--- src/rtl/pipe_pkg.sv ---
// Shared types and constants for the pipeline hazard controller.
//   fwd_sel_t   : per-source operand bypass select (regfile, EX/MEM, MEM/WB)
//   stage_ent_t : tracked control state of one E/M/W pipeline stage
package pipe_pkg;

    // The struct cannot follow the REG_AW parameter, so destinations are held
    // at this fixed width and zero-extended. REG_AW must not exceed it.
    localparam int unsigned STG_DST_W = 8;

    typedef enum logic [1:0] {
        FWD_RF  = 2'b00,
        FWD_EXM = 2'b01,
        FWD_MWB = 2'b10
    } fwd_sel_t;

    typedef struct packed {
        logic                 valid;
        logic                 wr_en;
        logic [STG_DST_W-1:0] dst;
        logic                 is_load;
    } stage_ent_t;

endpackage

--- src/rtl/hazard_src_cmp.sv ---
// Compares one decode-stage source operand against the E, M and W entries.
// Ports:
//   dec_valid, src_used, src_addr : decode instruction valid, read enable, address
//   e_ent, m_ent, w_ent           : tracked stage entries
//   match_e/m/w                   : source reads the register that stage will write
//   load_use                      : source matches a load sitting in E
//   m_load_due                    : source matches a load sitting in M
module hazard_src_cmp
    import pipe_pkg::*;
#(
    parameter int unsigned REG_AW = 4
)(
    input  logic              dec_valid,
    input  logic              src_used,
    input  logic [REG_AW-1:0] src_addr,
    input  stage_ent_t        e_ent,
    input  stage_ent_t        m_ent,
    input  stage_ent_t        w_ent,
    output logic              match_e,
    output logic              match_m,
    output logic              match_w,
    output logic              load_use,
    output logic              m_load_due
);

    logic [STG_DST_W-1:0] src_ext;
    logic                 rd;
    logic                 unused_w_load;

    function automatic logic ent_hit(input stage_ent_t ent, input logic [STG_DST_W-1:0] addr);
        return ent.valid && ent.wr_en && (ent.dst == addr);
    endfunction

    assign src_ext = STG_DST_W'(src_addr);
    assign rd      = dec_valid & src_used;

    assign match_e = rd & ent_hit(e_ent, src_ext);
    assign match_m = rd & ent_hit(m_ent, src_ext);
    assign match_w = rd & ent_hit(w_ent, src_ext);

    assign load_use   = match_e & e_ent.is_load;
    assign m_load_due = match_m & m_ent.is_load;

    // The W-stage load flag has no bearing on hazards: data is already in hand.
    assign unused_w_load = w_ent.is_load;

endmodule

--- src/rtl/pipe_hazard_ctrl.sv ---
// Hazard detection, forwarding select and stage tracking for a 5-stage pipe.
// Ports:
//   clk, reset (sync, active-low)
//   dec_*            : decode-stage instruction (sources, destination, type)
//   br_taken_e       : branch resolved taken in execute -> flush fetch/decode
//   ext_stall        : global freeze; holds every tracked stage and the counter
//   stall_fd/flush_fd/bubble_de : pipeline register controls
//   fwd_sel          : 2 bits per source, 00 regfile, 01 EX/MEM, 10 MEM/WB
//   e/m/w_valid      : stage occupancy
//   wb_wr_en, wb_dst : register-file write port
//   hz_stall_cnt     : saturating count of hazard-stall cycles
module pipe_hazard_ctrl
    import pipe_pkg::*;
#(
    parameter int unsigned REG_AW  = 4,
    parameter int unsigned NUM_SRC = 3,
    parameter int unsigned FWD_EN  = 1
)(
    input  logic                      clk,
    input  logic                      reset,
    input  logic                      dec_valid,
    input  logic [NUM_SRC*REG_AW-1:0] dec_src_addr,
    input  logic [NUM_SRC-1:0]        dec_src_used,
    input  logic [REG_AW-1:0]         dec_dst_addr,
    input  logic                      dec_wr_en,
    input  logic                      dec_is_load,
    input  logic                      br_taken_e,
    input  logic                      ext_stall,
    output logic                      stall_fd,
    output logic                      flush_fd,
    output logic                      bubble_de,
    output logic [NUM_SRC*2-1:0]      fwd_sel,
    output logic                      e_valid,
    output logic                      m_valid,
    output logic                      w_valid,
    output logic                      wb_wr_en,
    output logic [REG_AW-1:0]         wb_dst,
    output logic [15:0]               hz_stall_cnt
);

    stage_ent_t         e_q, m_q, w_q;
    stage_ent_t         dec_ent;
    logic [NUM_SRC-1:0] hit_e, hit_m, hit_w, ld_use, m_ld_due;
    logic               hz_stall;
    logic               hz_cnt_inc;

    assign dec_ent = '{valid:   dec_valid,
                       wr_en:   dec_wr_en,
                       dst:     STG_DST_W'(dec_dst_addr),
                       is_load: dec_is_load};

    for (genvar i = 0; i < NUM_SRC; i++) begin : g_src
        hazard_src_cmp #(
            .REG_AW (REG_AW)
        ) u_cmp (
            .dec_valid  (dec_valid),
            .src_used   (dec_src_used[i]),
            .src_addr   (dec_src_addr[i*REG_AW +: REG_AW]),
            .e_ent      (e_q),
            .m_ent      (m_q),
            .w_ent      (w_q),
            .match_e    (hit_e[i]),
            .match_m    (hit_m[i]),
            .match_w    (hit_w[i]),
            .load_use   (ld_use[i]),
            .m_load_due (m_ld_due[i])
        );
    end

    // Without bypass paths every in-flight producer is a hazard; with them only
    // a load in E is, since its data does not exist until the end of M.
    assign hz_stall = (FWD_EN != 0) ? |ld_use : |{hit_e, hit_m, hit_w};

    always_comb begin
        stall_fd   = 1'b0;
        flush_fd   = 1'b0;
        bubble_de  = 1'b0;
        hz_cnt_inc = 1'b0;
        fwd_sel    = '0;
        if (reset) begin
            if (ext_stall) begin
                stall_fd = 1'b1;
            end else if (br_taken_e) begin
                flush_fd  = 1'b1;
                bubble_de = 1'b1;
            end else if (hz_stall) begin
                stall_fd   = 1'b1;
                bubble_de  = 1'b1;
                hz_cnt_inc = 1'b1;
            end
            if ((FWD_EN != 0) && !stall_fd && dec_valid) begin
                for (int unsigned i = 0; i < NUM_SRC; i++) begin
                    // Youngest producer wins.
                    if (hit_e[i] && !e_q.is_load) begin
                        fwd_sel[i*2 +: 2] = FWD_EXM;
                    end else if (hit_m[i] || m_ld_due[i]) begin
                        fwd_sel[i*2 +: 2] = FWD_MWB;
                    end
                end
            end
        end
    end

    always_ff @(posedge clk) begin
        if (!reset) begin
            e_q          <= '0;
            m_q          <= '0;
            w_q          <= '0;
            hz_stall_cnt <= '0;
        end else if (!ext_stall) begin
            w_q <= m_q;
            m_q <= e_q;
            e_q <= bubble_de ? '0 : dec_ent;
            if (hz_cnt_inc && (hz_stall_cnt != 16'hFFFF)) begin
                hz_stall_cnt <= hz_stall_cnt + 16'd1;
            end
        end
    end

    assign e_valid  = e_q.valid;
    assign m_valid  = m_q.valid;
    assign w_valid  = w_q.valid;
    assign wb_wr_en = reset & w_q.valid & w_q.wr_en;
    assign wb_dst   = w_q.dst[REG_AW-1:0];

endmodule

--- config.mk ---
export PLATFORM = sky130hd
export DESIGN_NAME = pipe_hazard_ctrl
export DESIGN_NICKNAME = d
export VERILOG_FILES = /design/src/rtl/pipe_pkg.sv /design/src/rtl/hazard_src_cmp.sv /design/src/rtl/pipe_hazard_ctrl.sv
export SDC_FILE = /design/constraint.sdc
export NUM_CORES = 1
export LEC_CHECK = 0
export BUFFER_PORTS_ARGS = -buffer_cell sky130_fd_sc_hd__buf_4
export CORE_MARGIN = 3
export CORE_UTILIZATION = 55
export DETAILED_ROUTE_END_ITERATION = 10
export PLACE_DENSITY = 0.84
export RECOVER_POWER = 100
export SLEW_MARGIN = 0
export SYNTH_ARGS = -nofsm -noshare
export SYNTH_HDL_FRONTEND = slang
export SYNTH_SLANG_ARGS = --single-unit
--- constraint.sdc ---
create_clock -name clk -period 3.5 [get_ports clk]
set_clock_uncertainty 0.2 [all_clocks]
set_input_delay 0.7 -clock clk [delete_from_list [all_inputs] [get_ports clk]]
set_output_delay 0.7 -clock clk [all_outputs]
set_load 0.005 [all_outputs]
==> reports/results.tsv <==
metric	value	unit
power_density	328.7	mW/mm^2
grt_pass1_vias	1787	
synth_top_flop_cell	dfxtp_1	
met3_usage	6.071	%
antenna_found_initial	0	
synth-edff-count	0	
max_freq	327.4	MHz
arrival	2.15	ns
stdcell_count	323	
place_inst	315	
vias_per_cell	5.613	
hold_depth	2	
grt_max_degree	24	
synth_fp_nets	254	
setup_violations	0	
hold_buffers	0	
end_kind	primary output	
met1_usage	31.64	%
ant_nets	0	
ys_seq_elements	35	
ctsResizeCount	0	
synth_cells	227	
via_count	1813	
die_h	66.63	um
cts_tree	built	
outcome	complete, no violations	
tns	0	ns
timing.rr.start	e_q[3]$_SDFFE_PN0N_	
synth_area_leaders	dfxtp_1, mux2i_1, xor2_1	
routed_wl	4851	um
num_antenna_cells	0	
p_leak	1.072	nW
mostFrequentLayoutCells	dfxtp_1, clkbuf_4, buf_4	
die-width	66.63	um
synthesis.area	0.002022	mm^2
min_path_type	flip-flop to flip-flop	
synth_cell_types	45	
drt_first_pass_iters	4	
path_class	input pin to primary output	
syn_to_final_growth	22.22	%
io_buffers	58	
io_pins	59	
clk-insertion-delay-late	0.28	ns
postCtsSetupBuffers	0	
drc_errors	0	
reg2reg_to	e_q[3]$_SDFFE_PN0N_	
maxSlewViolCount	0	
dpl.hpwl	3651	um
grt_util_met2	39.23	%
syn_avg_cell_area	8.907	um^2
ir_drop	0.0002716	V
grt.busiest_layer	met2	
hold_violations	0	
yosysTopAreaCell	dfxtp_1	
cts_sinks	35	
worst_slew_pin_slew	1.420	ns
start_util	58.74	%
worstSetupStartpointType	input pin	
root_buffer	clkbuf_8	
maxCapViolCount	0	
cts_made_buffers	5	
fill_cells	288	
seq_area_frac_synth	34.65	%
rsz0062_at_grt	false	
drtIter0Drc	189	
nNetsFinal	303	
hold-path-endpoint	hz_stall_cnt[5]$_SDFFE_PN0P_	
clockBufferDepth	2	
required	2.60	ns
yosysWarnings	0	
h-tree-depth	2	
wl_per_cell	15.02	um
layout_commonest_cell	dfxtp_1	
path_clk_slew	0.07	ns
timing.final.crit_share	87.27	%
worstRegToRegCells	6	
core	0.003442	mm^2
die_area	0.004440	mm^2
layout_min_cycle_time	3.054	ns
row_count	21	
drive_gt1_share	24.55	%
grt_overflow	0	
gp_congestion	0.8361	
critPathMaxFanout	8	
ys_async_sr_fraction	0	%
grt_usage	24.31	%
yosysTopAreaCellShare	34.65	%
hp-start	hz_stall_cnt[5]$_SDFFE_PN0P_	
slew_headroom	5.108	%
grt_pass1_wl	8293	um
r2r_setup_slack	0.57	ns
sequential cells by signal (all words and copies together) (netlist names):
name,cells
wb_dst,4
m_q,5
e_valid,1
w_valid,1
m_valid,1
e_q,6
hz_stall_cnt,16
w_q,1
how the worst max path moves through the flow:
| stage | startpoint | to | slack (ns) | depth (start not counted) |
|---|---|---|---|---|
| final | dec_src_addr[6] | fwd_sel[5] | 0.45 | 8 |
| after floorplan | dec_src_addr[6] | fwd_sel[1] | 0.85 | 6 |
| after global placement | dec_src_addr[6] | fwd_sel[5] | 0.50 | 8 |
| after detailed placement | dec_src_addr[2] | fwd_sel[5] | 0.46 | 8 |
| after CTS | dec_src_addr[2] | fwd_sel[5] | 0.47 | 8 |
| after global routing | dec_src_addr[6] | fwd_sel[1] | 0.29 | 8 |
critical path, cell delays in order:
cell and delay [ns]:
clkbuf_1 0.14, xor2_1 0.16, nor3_1 0.06, nand4_1 0.22
nand3_1 0.19, a31oi_1 0.31, o2111a_1 0.24, clkbuf_4 0.13
report_power, final:
| group | leakage [nW] | internal [W] | switching, W |
|---|---|---|---|
| Clock | 0.0515 | 0.000179 | 0.000138 |
| Sequential | 0.283 | 0.000404 | 0.00000822 |
| Combinational | 0.737 | 0.0000432 | 0.0000402 |
| Total | 1.07 | 0.000626 | 0.000186 |
synth_stat cells (2+ instances only):
master	number
o21ai_0	2
and4_1	2
dfxtp_1	35
nand2_1	15
nand3_1	6
nand4_2	3
xor2_1	15
and2_1	3
or4_1	3
buf_1	4
nor3_1	7
buf_4	4
a31oi_1	3
nand3b_1	2
a22o_2	2
a21oi_1	8
nand4_1	5
nand2b_1	5
o31ai_1	3
a22o_1	4
clkbuf_1	4
inv_1	6
and3_1	7
o2111a_1	3
or3_1	2
o41ai_1	2
o21a_1	3
mux2i_1	18
nor2_1	24
clkbuf_2	3
xnor2_1	10
area by class of cell:
type | instances | area [um^2] | share of cell area, %
Multi-Input combinational cell | 169 | 1155 | 46.73
Sequential cell | 35 | 700.7 | 28.35
Inverter | 6 | 22.52 | 0.9114
Tap cell | 46 | 57.56 | 2.329
Timing Repair Buffer | 59 | 435.4 | 17.62
Clock buffer | 8 | 100.1 | 4.051
stage by stage:
| step | power [W] | hold slack, ns | setup slack [ns] | utilization, % | instance area [um^2] |
|---|---|---|---|---|---|
| finish | 0.0008123 | 0.2850 | 0.4456 | 71.79 | 2471 |
| global route | 0.0008466 | 0.3128 | 0.2899 | 71.79 | 2471 |
| CTS | 0.0008235 | 0.2909 | 0.4657 | 73.54 | 2531 |
| detailed placement | 0.0005078 | 0.2813 | 0.4631 | 70.63 | 2431 |
| global placement | 0.0005062 | 0.2692 | 0.5047 | 70.63 | 2431 |
| floorplan | 0.0004677 | 0.2555 | 0.8513 | - | 2022 |
kinds of logic (layout without fill, tap and decap cells):
group                    Yosys count  in the layout  synth area share (%)
multiplexers                      18             18                 8.911
adder cells (fa/ha/maj)            1              1                0.6187
AO/OA/AOI/OAI                     35             35                 14.42
buffers and inverters             23             73                 5.630
XOR/XNOR                          26             26                 11.63
AND/OR/NAND/NOR                   89             89                 24.13
flip-flops                        35             35                 34.65
metal layers:
metal / wire [um] / vias to the layer above / share of wire (%)
met3: 288 / 7 / 5.9
met4: 55 / 0 / 1.1
li1: - / 904 / -
met2: 2327 / 53 / 48
met1: 2180 / 849 / 45
met5: 0 / - / 0
(Power assumes the default switching activity.)
